File: src/rtl/fft_pkg.sv
// Shared types and address arithmetic for the radix-2 in-place DIT FFT sequencer.
// Defaults here are also used when instantiating the butterfly datapath.
package fft_pkg;

  localparam int FFT_LOG2N_DEF  = 4;
  localparam int FFT_BF_LAT_DEF = 4;
  localparam int FFT_ADDR_MAX   = 12;

  typedef enum logic [1:0] {
    IDLE  = 2'd0,
    RUN   = 2'd1,
    DRAIN = 2'd2,
    DONE  = 2'd3
  } fft_ctrl_state_e;

  typedef struct packed {
    logic [FFT_ADDR_MAX-1:0] p;
    logic [FFT_ADDR_MAX-1:0] q;
    logic [FFT_ADDR_MAX-1:0] k;
  } bf_addr_t;

  // Operand pair and twiddle index for butterfly b of stage s; callers truncate.
  function automatic bf_addr_t bf_addr(input logic [31:0] log2n,
                                       input logic [31:0] s,
                                       input logic [31:0] b);
    logic [31:0] half;
    logic [31:0] pos;
    logic [31:0] grp;
    logic [31:0] p_full;
    bf_addr_t    r;
    half   = 32'd1 << s;
    pos    = b & (half - 32'd1);
    grp    = b >> s;
    p_full = (grp << (s + 32'd1)) | pos;
    r.p    = FFT_ADDR_MAX'(p_full);
    r.q    = FFT_ADDR_MAX'(p_full + half);
    r.k    = FFT_ADDR_MAX'(pos << (log2n - 32'd1 - s));
    return r;
  endfunction

endpackage

File: src/rtl/fft_delay_line.sv
// Valid+payload shift register of fixed depth; output is the oldest entry.
module fft_delay_line #(
  parameter int DEPTH = 5,
  parameter int WIDTH = 8
) (
  input  logic             clk,
  input  logic             rst_n,
  input  logic             in_valid,
  input  logic [WIDTH-1:0] in_data,
  output logic             out_valid,
  output logic [WIDTH-1:0] out_data
);

  logic [DEPTH-1:0] valid_q, valid_d;
  logic [WIDTH-1:0] data_q [DEPTH];
  logic [WIDTH-1:0] data_d [DEPTH];

  always_comb begin
    valid_d[0] = in_valid;
    data_d[0]  = in_data;
    for (int i = 1; i < DEPTH; i++) begin
      valid_d[i] = valid_q[i-1];
      data_d[i]  = data_q[i-1];
    end
  end

  always_ff @(posedge clk or negedge rst_n) begin
    if (!rst_n) begin
      valid_q <= '0;
      for (int i = 0; i < DEPTH; i++) data_q[i] <= '0;
    end else begin
      valid_q <= valid_d;
      for (int i = 0; i < DEPTH; i++) data_q[i] <= data_d[i];
    end
  end

  assign out_valid = valid_q[DEPTH-1];
  assign out_data  = data_q[DEPTH-1];

endmodule

File: src/rtl/fft_stage_ctrl.sv
// Stage/butterfly sequencer for the in-place DIT FFT: read addresses, twiddle index,
// and write-back addresses delayed to line up with the RAM + butterfly latency.
module fft_stage_ctrl
  import fft_pkg::*;
#(
  parameter int LOG2N  = FFT_LOG2N_DEF,
  parameter int RD_LAT = 1,
  parameter int BF_LAT = FFT_BF_LAT_DEF
) (
  input  logic                      clk,
  input  logic                      rst_n,
  input  logic                      start,
  output logic                      busy,
  output logic                      done,
  output logic [$clog2(LOG2N):0]    stage,
  output logic                      rd_en,
  output logic [LOG2N-1:0]          rd_addr_p,
  output logic [LOG2N-1:0]          rd_addr_q,
  output logic [LOG2N-2:0]          tw_addr,
  output logic                      wr_en,
  output logic [LOG2N-1:0]          wr_addr_p,
  output logic [LOG2N-1:0]          wr_addr_q,
  output fft_ctrl_state_e           dbg_state
);

  localparam int PIPE_LAT = RD_LAT + BF_LAT;
  localparam int SW       = $clog2(LOG2N) + 1;
  localparam int BW       = LOG2N - 1;
  localparam int DW       = $clog2(PIPE_LAT + 1);
  localparam logic [BW-1:0] B_LAST = '1;
  localparam logic [SW-1:0] S_LAST = SW'(LOG2N - 1);
  localparam logic [DW-1:0] D_LAST = DW'(PIPE_LAT - 1);

  fft_ctrl_state_e state_q, state_d;
  logic [SW-1:0]    stage_q, stage_d;
  logic [BW-1:0]    b_q, b_d;
  logic [DW-1:0]    drain_q, drain_d;
  logic             busy_q, busy_d;
  logic             done_q, done_d;
  logic             rd_en_q, rd_en_d;
  logic [LOG2N-1:0] rd_p_q, rd_p_d;
  logic [LOG2N-1:0] rd_qa_q, rd_qa_d;
  logic [LOG2N-2:0] tw_q, tw_d;
  bf_addr_t         addr;

  // Outputs are registered by decoding the next state, so they line up with state_q.
  always_comb begin
    state_d = state_q;
    stage_d = stage_q;
    b_d     = b_q;
    drain_d = drain_q;
    case (state_q)
      IDLE: begin
        stage_d = '0;
        b_d     = '0;
        if (start) state_d = RUN;
      end
      RUN: begin
        if (b_q == B_LAST) begin
          state_d = DRAIN;
          drain_d = '0;
        end else begin
          b_d = b_q + 1'b1;
        end
      end
      DRAIN: begin
        if (drain_q == D_LAST) begin
          if (stage_q == S_LAST) begin
            state_d = DONE;
          end else begin
            state_d = RUN;
            stage_d = stage_q + 1'b1;
            b_d     = '0;
          end
        end else begin
          drain_d = drain_q + 1'b1;
        end
      end
      DONE: begin
        state_d = IDLE;
        stage_d = '0;
      end
      default: state_d = IDLE;
    endcase

    busy_d  = (state_d == RUN) || (state_d == DRAIN);
    done_d  = (state_d == DONE);
    rd_en_d = (state_d == RUN);
    addr    = bf_addr(32'(LOG2N), 32'(stage_d), 32'(b_d));
    rd_p_d  = rd_en_d ? addr.p[LOG2N-1:0] : '0;
    rd_qa_d = rd_en_d ? addr.q[LOG2N-1:0] : '0;
    tw_d    = rd_en_d ? addr.k[LOG2N-2:0] : '0;
  end

  always_ff @(posedge clk or negedge rst_n) begin
    if (!rst_n) begin
      state_q <= IDLE;
      stage_q <= '0;
      b_q     <= '0;
      drain_q <= '0;
      busy_q  <= 1'b0;
      done_q  <= 1'b0;
      rd_en_q <= 1'b0;
      rd_p_q  <= '0;
      rd_qa_q <= '0;
      tw_q    <= '0;
    end else begin
      state_q <= state_d;
      stage_q <= stage_d;
      b_q     <= b_d;
      drain_q <= drain_d;
      busy_q  <= busy_d;
      done_q  <= done_d;
      rd_en_q <= rd_en_d;
      rd_p_q  <= rd_p_d;
      rd_qa_q <= rd_qa_d;
      tw_q    <= tw_d;
    end
  end

  logic [2*LOG2N-1:0] wr_data;

  fft_delay_line #(
    .DEPTH (PIPE_LAT),
    .WIDTH (2*LOG2N)
  ) u_wr_pipe (
    .clk       (clk),
    .rst_n     (rst_n),
    .in_valid  (rd_en_q),
    .in_data   ({rd_p_q, rd_qa_q}),
    .out_valid (wr_en),
    .out_data  (wr_data)
  );

  assign wr_addr_p = wr_data[2*LOG2N-1:LOG2N];
  assign wr_addr_q = wr_data[LOG2N-1:0];
  assign busy      = busy_q;
  assign done      = done_q;
  assign stage     = stage_q;
  assign rd_en     = rd_en_q;
  assign rd_addr_p = rd_p_q;
  assign rd_addr_q = rd_qa_q;
  assign tw_addr   = tw_q;
  assign dbg_state = state_q;

endmodule

File: config.mk
export PLATFORM = sky130hd
export DESIGN_NAME = fft_stage_ctrl
export DESIGN_NICKNAME = d
export VERILOG_FILES = /design/src/rtl/fft_pkg.sv /design/src/rtl/fft_delay_line.sv /design/src/rtl/fft_stage_ctrl.sv
export SDC_FILE = /design/constraint.sdc
export NUM_CORES = 1
export LEC_CHECK = 0
export ABC_AREA = 0
export CORE_ASPECT_RATIO = 0.75
export CORE_MARGIN = 2
export CORE_UTILIZATION = 50
export DETAILED_ROUTE_END_ITERATION = 6
export GPL_TIMING_DRIVEN = 0
export PLACE_DENSITY_LB_ADDON = 0.15
export SYNTH_ARGS = -nofsm -noshare
export SYNTH_HDL_FRONTEND = slang
export SYNTH_SLANG_ARGS = --single-unit
File: constraint.sdc
create_clock -name clk -period 3.4 [get_ports clk]
set_input_delay 0.68 -clock clk [delete_from_list [all_inputs] [get_ports clk]]
set_output_delay 0.68 -clock clk [all_outputs]
set_load 0.1 [all_outputs]
# After elaboration in Yosys (flattened, before gate mapping)
# Cells that the tools add are included.
[classes] add_sub_neg=7 eq_ne=11 shift=4 mux=18 bitwise_logic=2 reduce_logical=5
[ops] op="AND 3 x 32 -> 32 bit" n=1
[ops] op="left shift 1 x 3 -> 32 bit (first input constant)" n=1
[ops] op="left shift 32 x 32 -> 3 bit" n=1
[ops] op="left shift 32 x 4 -> 4 bit" n=1
[ops] op=">> shifter 3 x 3 -> 32 bit" n=1
[ops] op="subtractor 32 x 1 -> 32 bit (second input constant)" n=1
[ops] op="2-to-1 mux 3 bit" n=8
[ops] op="one-hot mux 3 bit (2 select lines)" n=2
[ops] op="adder 3 x 1 -> 3 bit (second input constant)" n=3
[ops] op="one-hot mux 3 bit (3 select lines)" n=1
[ops] op="== test 2 bit (second input constant)" n=4
[ops] op="2-to-1 mux 2 bit" n=4
[ops] op="2-to-1 mux 4 bit" n=2
[ops] op="one-hot mux 2 bit (4 select lines)" n=1
[ops] op="== test 3 bit (second input constant)" n=2
[ops] op="adder 3 x 1 -> 4 bit (second input constant)" n=1
[ops] op="adder 4 bit" n=1
[ops] op="== test 2 x 1 -> 1 bit (second input constant)" n=2
[ops] op="inequality test 2 bit (second input constant)" n=2
[ops] op="OR 4 bit" n=1
[ops] op="subtractor 2 x 3 -> 4 bit (first input constant)" n=1
[ops] op="== test 3 x 2 -> 1 bit (second input constant)" n=1
[ops] op="AND reduction 3 bit" n=1
[ops] op="logical NOT 2 bit" n=1
[ops] op="3 further kinds" n=3
[totals] reg_bits=70 out_inout_bits=28

# Logic depth before layout (Yosys ltp)
# Gate-level depths: netlist (run 1).
[logic_depth] word_depth=10 ltp_mapped=18 depth_no_buf=17

# By module
# A second synthesis (run 1) with hierarchy kept.
[unflattened] hier_cells=208 hier_area_um2=2772.7
[modules_own_cells] module="fft_stage_ctrl" instances=1 cells_per_inst=163 area_per_inst_um2=1646.6
[modules_own_cells] module="fft_delay_line" instances=1 cells_per_inst=45 area_per_inst_um2=1126.1

# Least setup slack after synthesis (run 1)
# OpenSTA, ideal clock, no wires.
[synth_path] path_kind="register to register" from="reg stage_q[0] (netlist: stage[0])" to="reg rd_qa_q[3] (netlist: rd_addr_q[3])" arrival_ns=3.855 path_slack_ns=-0.535 stages_incl_launch_ff=18 n_path_buf=1 synth_period_minus_slack_ns=3.935 cell_sequence="dfrtp_1 -> ha_1 -> and2b_1 -> o21ai_0 -> a21oi_1 -> or2_1 -> buf_2 -> ha_1 -> ha_1 -> and3_1 -> o21ai_1 -> nand2_1 -> ha_1 -> a21o_1 -> a21oi_1 -> xor2_1 -> or2_2 -> mux2i_1"
[synth_via] elab_chain_len=10 elab_cells_between_ends=21 classes_between="4 x add/sub; 2 x eq/ne; 3 x shift; 10 x mux; 2 x bitwise"
[synth_lines] item="start: declaration" line_no="fft_stage_ctrl.sv:35" source="logic [SW-1:0] stage_q, stage_d;"
[synth_lines] item="start signal: assignment" line_no="fft_stage_ctrl.sv:109" source="stage_q <= stage_d;"
[synth_lines] item="adder 3 x 1 -> 3 bit or == test 3 x 2 -> 1 bit (tied branches)" line_no="fft_stage_ctrl.sv:72, fft_stage_ctrl.sv:68"
[synth_lines] item="2-to-1 mux 3 bit" line_no="fft_stage_ctrl.sv:68" source="if (stage_q == S_LAST) begin"
[synth_lines] item="2-to-1 mux 3 bit" line_no="fft_stage_ctrl.sv:67" source="if (drain_q == D_LAST) begin"
[synth_lines] item="one-hot mux 3 bit (2 select lines) (*)" line_no="fft_stage_ctrl.sv:52" source="case (state_q)"
[synth_lines] item="via stage_d[0]" line_no="fft_stage_ctrl.sv:35"
[synth_lines] item="left shift 1 x 3 -> 32 bit" line_no="fft_pkg.sv:31" source="half = 32'd1 << s;"
[synth_lines] item="subtractor 32 x 1 -> 32 bit" line_no="fft_pkg.sv:32" source="pos = b & (half - 32'd1);"
[synth_lines] item="AND 3 x 32 -> 32 bit" line_no="fft_pkg.sv:32"
[synth_lines] item="OR 4 bit" line_no="fft_pkg.sv:34" source="p_full = (grp << (s + 32'd1)) | pos;"
[synth_lines] item="adder 4 bit (*)" line_no="fft_pkg.sv:36" source="r.q = FFT_ADDR_MAX'(p_full + half);"
[synth_lines] item="2-to-1 mux 4 bit (*)" line_no="fft_stage_ctrl.sv:91" source="rd_qa_d = rd_en_d ? addr.q[LOG2N-1:0] : '0;"
[synth_lines] item="via rd_qa_d[3]" line_no="fft_stage_ctrl.sv:42" source="logic [LOG2N-1:0] rd_qa_q, rd_qa_d;"
[synth_lines] item="end signal: assignment" line_no="fft_stage_ctrl.sv:116" source="rd_qa_q <= rd_qa_d;"
[synth_lines] item="end: declaration" line_no="fft_stage_ctrl.sv:42"
# The timed path passes the listed nets; every way through them passes the cells marked *.
# A chain may end at the register's enable or synchronous reset.

# Worst setup path in the final report (run 1)
# Ends and elaborated chain as after synthesis.

==> out/qor.txt, run 1 <==
Io pins: 31
Max Fanout on Critical Path: 6
Post-synth top area share: 62.9%
Worst-margin pin slew: 990 ps
Non-Filler Instances: 352
Layout cell share with drive strength beyond 1: 26.4%
Total grt overflow: 0
Leak pwr: 0.00170 uW
Syn avg cell area: 12.8 sq um
Sequential area share after synthesis: 62.9%
H-tree depth: 3
Worst path buffer plus inverter count: 1
Post-synth cell types: 48
Power per Cell Area: 456 nW/um^2
Most used flip-flop cell after synthesis: dfrtp_1
Post-synth EDFFs: 0
Fill cells: 390
CP max stage delay: 500 ps
Slew headroom: 33.8%
Met3 GRT Util: 5.11%
Yosys top cell by area: dfrtp_1
Clock Latency Late Sink: 330 ps
DP Wirelength: 2960 um
Clock sink count: 70
Ant diodes: 0
CTS tree: yes
IR drop worst, VDD: 0.212 mV
Setup TNS: 0 ps
Nature of the critical path startpoint: flip-flop
CP dominant cell by count: ha_4
Hold WS: 346 ps
Via count: 1732
Power consumption: 1670 uW
Cell Area, Synth: 2780 sq um
Final Hold Viols: 0
Largest net degree at the start of global routing: 71
Critical path endpoint category: flip-flop
Slew Limit Fails: 0
YS warnings: 0
Final Cycle Share: 98.7%
GRT Total Usage: 17.1%
Hold Path Class: reg2reg
Initial detailed-routing violation count: 66
GPL Wtd Cong: 0.877
Die Width: 90.2 um
Core area: 5350 sq um
Critical Path RT: 3650 ps
DRT Pass-1 Iters: 4
Post-layout min period: 3360 ps
Max cap viols: 0
Met2 usage: 24.8%
Worst-path clk slew: 70 ps
Area contributors post-synth: dfrtp_1 (63%), ha_1 (6.3%), buf_4 (2.2%)
PortBufs: 30
CTS Buffer Depth: 2
Met1 usage: 24.5%
Asr flop ratio synth: 100%
Critical path, cell by cell: ha_4, and2b_2, o21ai_2, a21oi_2, or2_1, buf_6, ha_4, ha_4, and3_4, o21ai_4, nand2_1, ha_1, a21o_1, a21oi_2, xor2_2, or2_4, mux2i_1
Cell family with most CP delay: simple AND/OR/NAND/NOR gates
Initial antenna violation count: 0
Arr. time, crit path: 3600 ps
Row cnt: 23
Initial Util: 52.0%
Syn Inst Count: 218
Skew final: 10.0 ps
Vias in the first global route: 1656
Final #Nets: 290
Status: finished, final reports clean
Peak Freq: 0.298 GHz
Cts bufs inserted: 9
Post-route antenna net violation count: 0
Area growth syn-to-layout: 31.6%
DRC: 0
RSZ-0062 raised after global routing: true
Final wirelength: 4790 um
Synthesized net count: 236
Die Ht: 68.6 um
First-pass GRT wire length: 8050 um
Wirelength per Cell: 13.6 um
DIE AREA: 6190 sq um
Routed vias/inst: 4.92
Placed cells: 323
Final Setup Violations: 0
Slowest cell on crit path: dfrtp_4
Clk root buf: clkbuf_8
Critical path class: reg2reg
GR peak layer: met2
Post-synthesis sequential element count: 70
[cells in the mapped netlist, types with 5 or more instances]
| cell | instances |
|---|---|
| o21ai_0 | 9 |
| inv_1 | 12 |
| buf_4 | 8 |
| nand2_1 | 13 |
| and2_1 | 8 |
| ha_1 | 14 |
| dfrtp_1 | 70 |
| o211ai_1 | 5 |
| a21oi_1 | 11 |
| nor2_1 | 10 |
[cell families (layout without fill, tap and decap cells)]
| logic type | count (synthesis) | in the layout | synth area share, % |
|---|---|---|---|
| AOI/OAI and AO/OA | 46 | 46 | 11.8 |
| xor gates and xnor gates | 3 | 3 | 0.944 |
| adders and majority gates | 15 | 15 | 7.01 |
| buffers and inverters | 25 | 84 | 4.94 |
| DFF | 70 | 70 | 62.9 |
| muxes | 3 | 3 | 1.08 |
| and+or+nand+nor | 56 | 56 | 11.3 |
[cell type report]
class                           count  area (sq um)  area share (%)
Sequential cell                    70          1760            48.1
Timing Repair Buffer               43           395            10.8
Clock inverter                      5           104            2.84
Clock buffer                       11           151            4.13
Tap cell                           75          93.8            2.56
Inverter                           13          51.3            1.40
Buffer                             12          92.6            2.53
Multi-Input combinational cell    123          1010            27.6
[state kept, by name, summed over array words and instances, names as in the netlist, 2 cells and up]
| register | count |
|---|---|
| stage | 3 |
| dbg_state | 2 |
| tw_addr | 3 |
| drain_q | 3 |
| rd_addr_q | 4 |
| rd_addr_p | 4 |
| u_wr_pipe.out_data | 8 |
| u_wr_pipe.data_d | 32 |
| b_q | 3 |
| u_wr_pipe.valid_q | 5 |
[routing by layer]
metal	up-vias	wire length, um
li1	851	-
met1	838	2470
met2	37	2060
met3	6	191
met4	0	61
met5	-	0
[final timing paths]
kind                                     start  cells after the start  slack, ps                   to
max                                   stage[0]                     17         40         rd_addr_q[3]
min                        u_wr_pipe.data_d[8]                      0        350  u_wr_pipe.data_d[0]
max reg2reg                           stage[0]                     17         40         rd_addr_q[3]
min reg2reg                u_wr_pipe.data_d[8]                      0        350  u_wr_pipe.data_d[0]
max in group asynchronous                rst_n                      1       2340         dbg_state[1]
min in group asynchronous                rst_n                      1        430           drain_q[0]
[cells in the final DEF (no fill, tap or decap), drive strengths merged, types with 2 or more instances in the layout]
cell type	instances
o31ai	2
xor2	2
or2	2
o211a	2
bufinv	3
inv	14
nand2	13
mux2i	3
a21oi	12
nand2b	4
nor2	10
nand4	2
o22ai	2
a31oi	2
o21ai	12
clkbuf	11
and2	8
dfrtp	70
ha	14
or3	2
nor2b	4
clkdlybuf4s50	29
nand3	3
buf	26
o211ai	5
and2b	2
and3	3
[power by group]
part           leakage (uW)  internal [uW]  switching (uW)
clock network      0.000130            529             293
registers          0.000837            832               0
logic              0.000736           1.87            15.1
total               0.00170           1360             308
[through the flow]
step                      utilization, %  setup WS [ps]  area (sq um)
after CTS                           66.2           7.07          3540
final                               68.4           44.4          3660
after global placement              60.8          -1030          3260
after detailed placement            60.8          -69.0          3250
after floorplan                        -          0.260          2860
after global routing                68.4           -132          3660
[timing repair]
item                                    CTS  global route
endpoints found under the setup margin    1             3
pin swaps                                 2            10
buffers inserted                          2            11
hold buffers                              0             0
endpoints found under the hold margin     0             0
resized for setup                         3            10
Note: power is estimated with default switching activity, not from simulation.
==> run 2, diff against run 1 <==
==> constraint.sdc (replaced) <==
create_clock -name clk -period 3.4 [get_ports clk]
set_input_delay 0.68 -clock clk [delete_from_list [all_inputs] [get_ports clk]]
set_output_delay 0.68 -clock clk [all_outputs]
set_load 0.01 [all_outputs]
==> out/qor.txt, run 2 (synthesis results as in run 1) <==
DRC: 0 (unchanged)
Worst-path clk slew: 70 ps (about the same)
Skew final: 9.26 ps (-0.742 ps)
Final wirelength: 5170 um (+8.1%)
Initial Util: 52.0% (unchanged)
Power consumption: 1510 uW (-9.6%)
IR drop worst, VDD: 0.251 mV (+18%)
Fill cells: 419 (+7.4%)
Final Hold Viols: 0 (unchanged)
GRT Total Usage: 18.1% (+0.99 points)
Critical path endpoint category: flip-flop
Cell family with most CP delay: simple AND/OR/NAND/NOR gates
Leak pwr: 0.00166 uW (-2.7%)
Final Cycle Share: 97.2% (-1.5 points)
R2R Setup Slk: 100 ps (+50 ps)
Seq pwr share: 55.1% (+5.3 points)
Hold path start: u_wr_pipe.data_d[19]
Max cap viols: 0 (unchanged)
Most frequent cells in the layout: dfrtp_1 (68), clkdlybuf4s50_1 (29), buf_4 (20), inv_1 (11), nand2_1 (11)
CP max stage delay: 440 ps (-60 ps)
H-tree depth: 3 (unchanged)
Reg2reg start: stage[0]
Nature of the critical path startpoint: flip-flop
Hold WS: 347 ps (+0.825 ps)
PnR worst setup slack: 95.7 ps (+51.3 ps)
Routed vias/inst: 5.12 (+4.0%)
Slowest cell on crit path: dfrtp_2
Worst-margin pin slew: 845 ps (-145 ps)
Final instance area: 3600 sq um (-1.6%)
Slew Limit Fails: 0 (unchanged)
Clk root buf: clkbuf_8
Critical path class: reg2reg
Ant diodes: 0 (unchanged)
Worst path buffer plus inverter count: 1 (unchanged)
Power per Cell Area: 419 nW/um^2 (-8.1%)
Wirelength per Cell: 14.8 um (+8.7%)
CTS tree: yes
Vias in the first global route: 1685 (+1.8%)
Status: finished, final reports clean
Internal cell power: 1180 uW (-14%)
Sw Share: 22.0% (+3.6 points)
DIE AREA: 6190 sq um (unchanged)
Io pins: 31 (unchanged)
DP Wirelength: 3140 um (+6.1%)
Max Fanout on Critical Path: 7 (+1)
Clock sink count: 70 (unchanged)
Area growth syn-to-layout: 29.4%
Layout cell share with drive strength beyond 1: 25.1% (-1.3 points)
Largest net degree at the start of global routing: 71 (unchanged)
Peak Freq: 0.303 GHz (+1.6%)
CP dominant cell by count: ha_4
Total grt overflow: 0 (unchanged)
Critical Path RT: 3660 ps (about the same)
Commonest non-fill, non-tap cell in the layout: dfrtp_1
NetSw: 333 uW (+7.9%)
Row cnt: 23 (unchanged)
Final #Nets: 288 (-0.69%)
Area after DPL: 3180 sq um (-2.3%)
PortBufs: 30 (unchanged)
DRT Pass-1 Iters: 4 (unchanged)
Cts bufs inserted: 9 (unchanged)
Die Width: 90.2 um (unchanged)
Core area: 5350 sq um (unchanged)
Via count: 1791 (+3.4%)
Crit path launch: stage[0]
First-pass GRT wire length: 8340 um (+3.7%)
Comb power frac: 1.1% (about the same)
Final Setup Violations: 0 (unchanged)
Post-layout min period: 3300 ps (-51.3 ps)
Post-route antenna net violation count: 0 (unchanged)
Arr. time, crit path: 3570 ps (-30 ps)
Hold Path Class: reg2reg
Clock Latency Late Sink: 340 ps (about the same)
Clock share of power: 43.8% (-5.4 points)
Initial antenna violation count: 0 (unchanged)
Die Ht: 68.6 um (unchanged)
Slew headroom: 43.7% (+9.9 points)
Pre-CTS setup slack: -289 ps (-220 ps)
Largest register FFs: 32 (unchanged)
CTS Buffer Depth: 2 (unchanged)
Initial detailed-routing violation count: 100 (+52%)
Critical path, cell by cell: ha_4, and2b_2, o21ai_2, a21oi_2, or2_1, buf_6, ha_4, ha_4, and3_4, o21ai_4, nand2_2, ha_4, a21o_1, a21oi_2, xor2_1, or2_2, mux2i_1
GPL Wtd Cong: 0.853 (-2.6%)
run 2: power groups by stage:
stage | combinational, uW | sequential, uW | clock, uW
floorplan | 0.323 | 849 | 0
global placement | 18.4 | 849 | 0
detailed placement | 18.3 | 848 | 0
CTS | 18.3 | 832 | 682
global route | 20.7 | 832 | 725
finish | 17.0 | 832 | 661
run 2: per-stage QoR:
stage                     util (%)  cells  TNS [ps]
after global routing          67.3    350     -26.7
after CTS                     64.3    344         0
final                         67.3    350         0
after detailed placement      59.4    323      -289
after global placement        59.4    323    -39210
after floorplan                  -    218         0
run 2: repair_timing:
item	CTS	global route
buffers inserted	5	6
hold endpoints to repair	0	0
pin swaps	2	9
hold buffers	0	0
endpoints found under the setup margin	2	3
resized for setup	10	19
run 2: routing by layer:
| layer | global-route usage (%) | share of wire, % | vias up |
|---|---|---|---|
| li1 | - | - | 843 |
| met1 | 24.2 | 46 | 886 |
| met2 | 27.3 | 47 | 54 |
| met3 | 7.07 | 6.0 | 8 |
| met4 | 6.73 | 1.3 | 0 |
| met5 | 0 | 0 | - |
run 2: worst paths after layout:
path,to,cells past startpoint
worst max-delay path,rd_addr_q[3],17
worst min-delay path,u_wr_pipe.data_d[11],0
worst max register to register,rd_addr_q[3],17
worst min register to register,u_wr_pipe.data_d[11],0
max in group asynchronous,dbg_state[1],1
min in group asynchronous,drain_q[2],1
run 2: layout make-up:
class / instances / area (sq um) / area share [%]
Tap cell: 75 / 93.8 / 2.61
Timing Repair Buffer: 41 / 380 / 10.6
Inverter: 13 / 51.3 / 1.42
Multi-Input combinational cell: 123 / 1030 / 28.6
Sequential cell: 70 / 1750 / 48.7
Clock inverter: 6 / 71.3 / 1.98
Clock buffer: 10 / 128 / 3.54
Buffer: 12 / 92.6 / 2.57
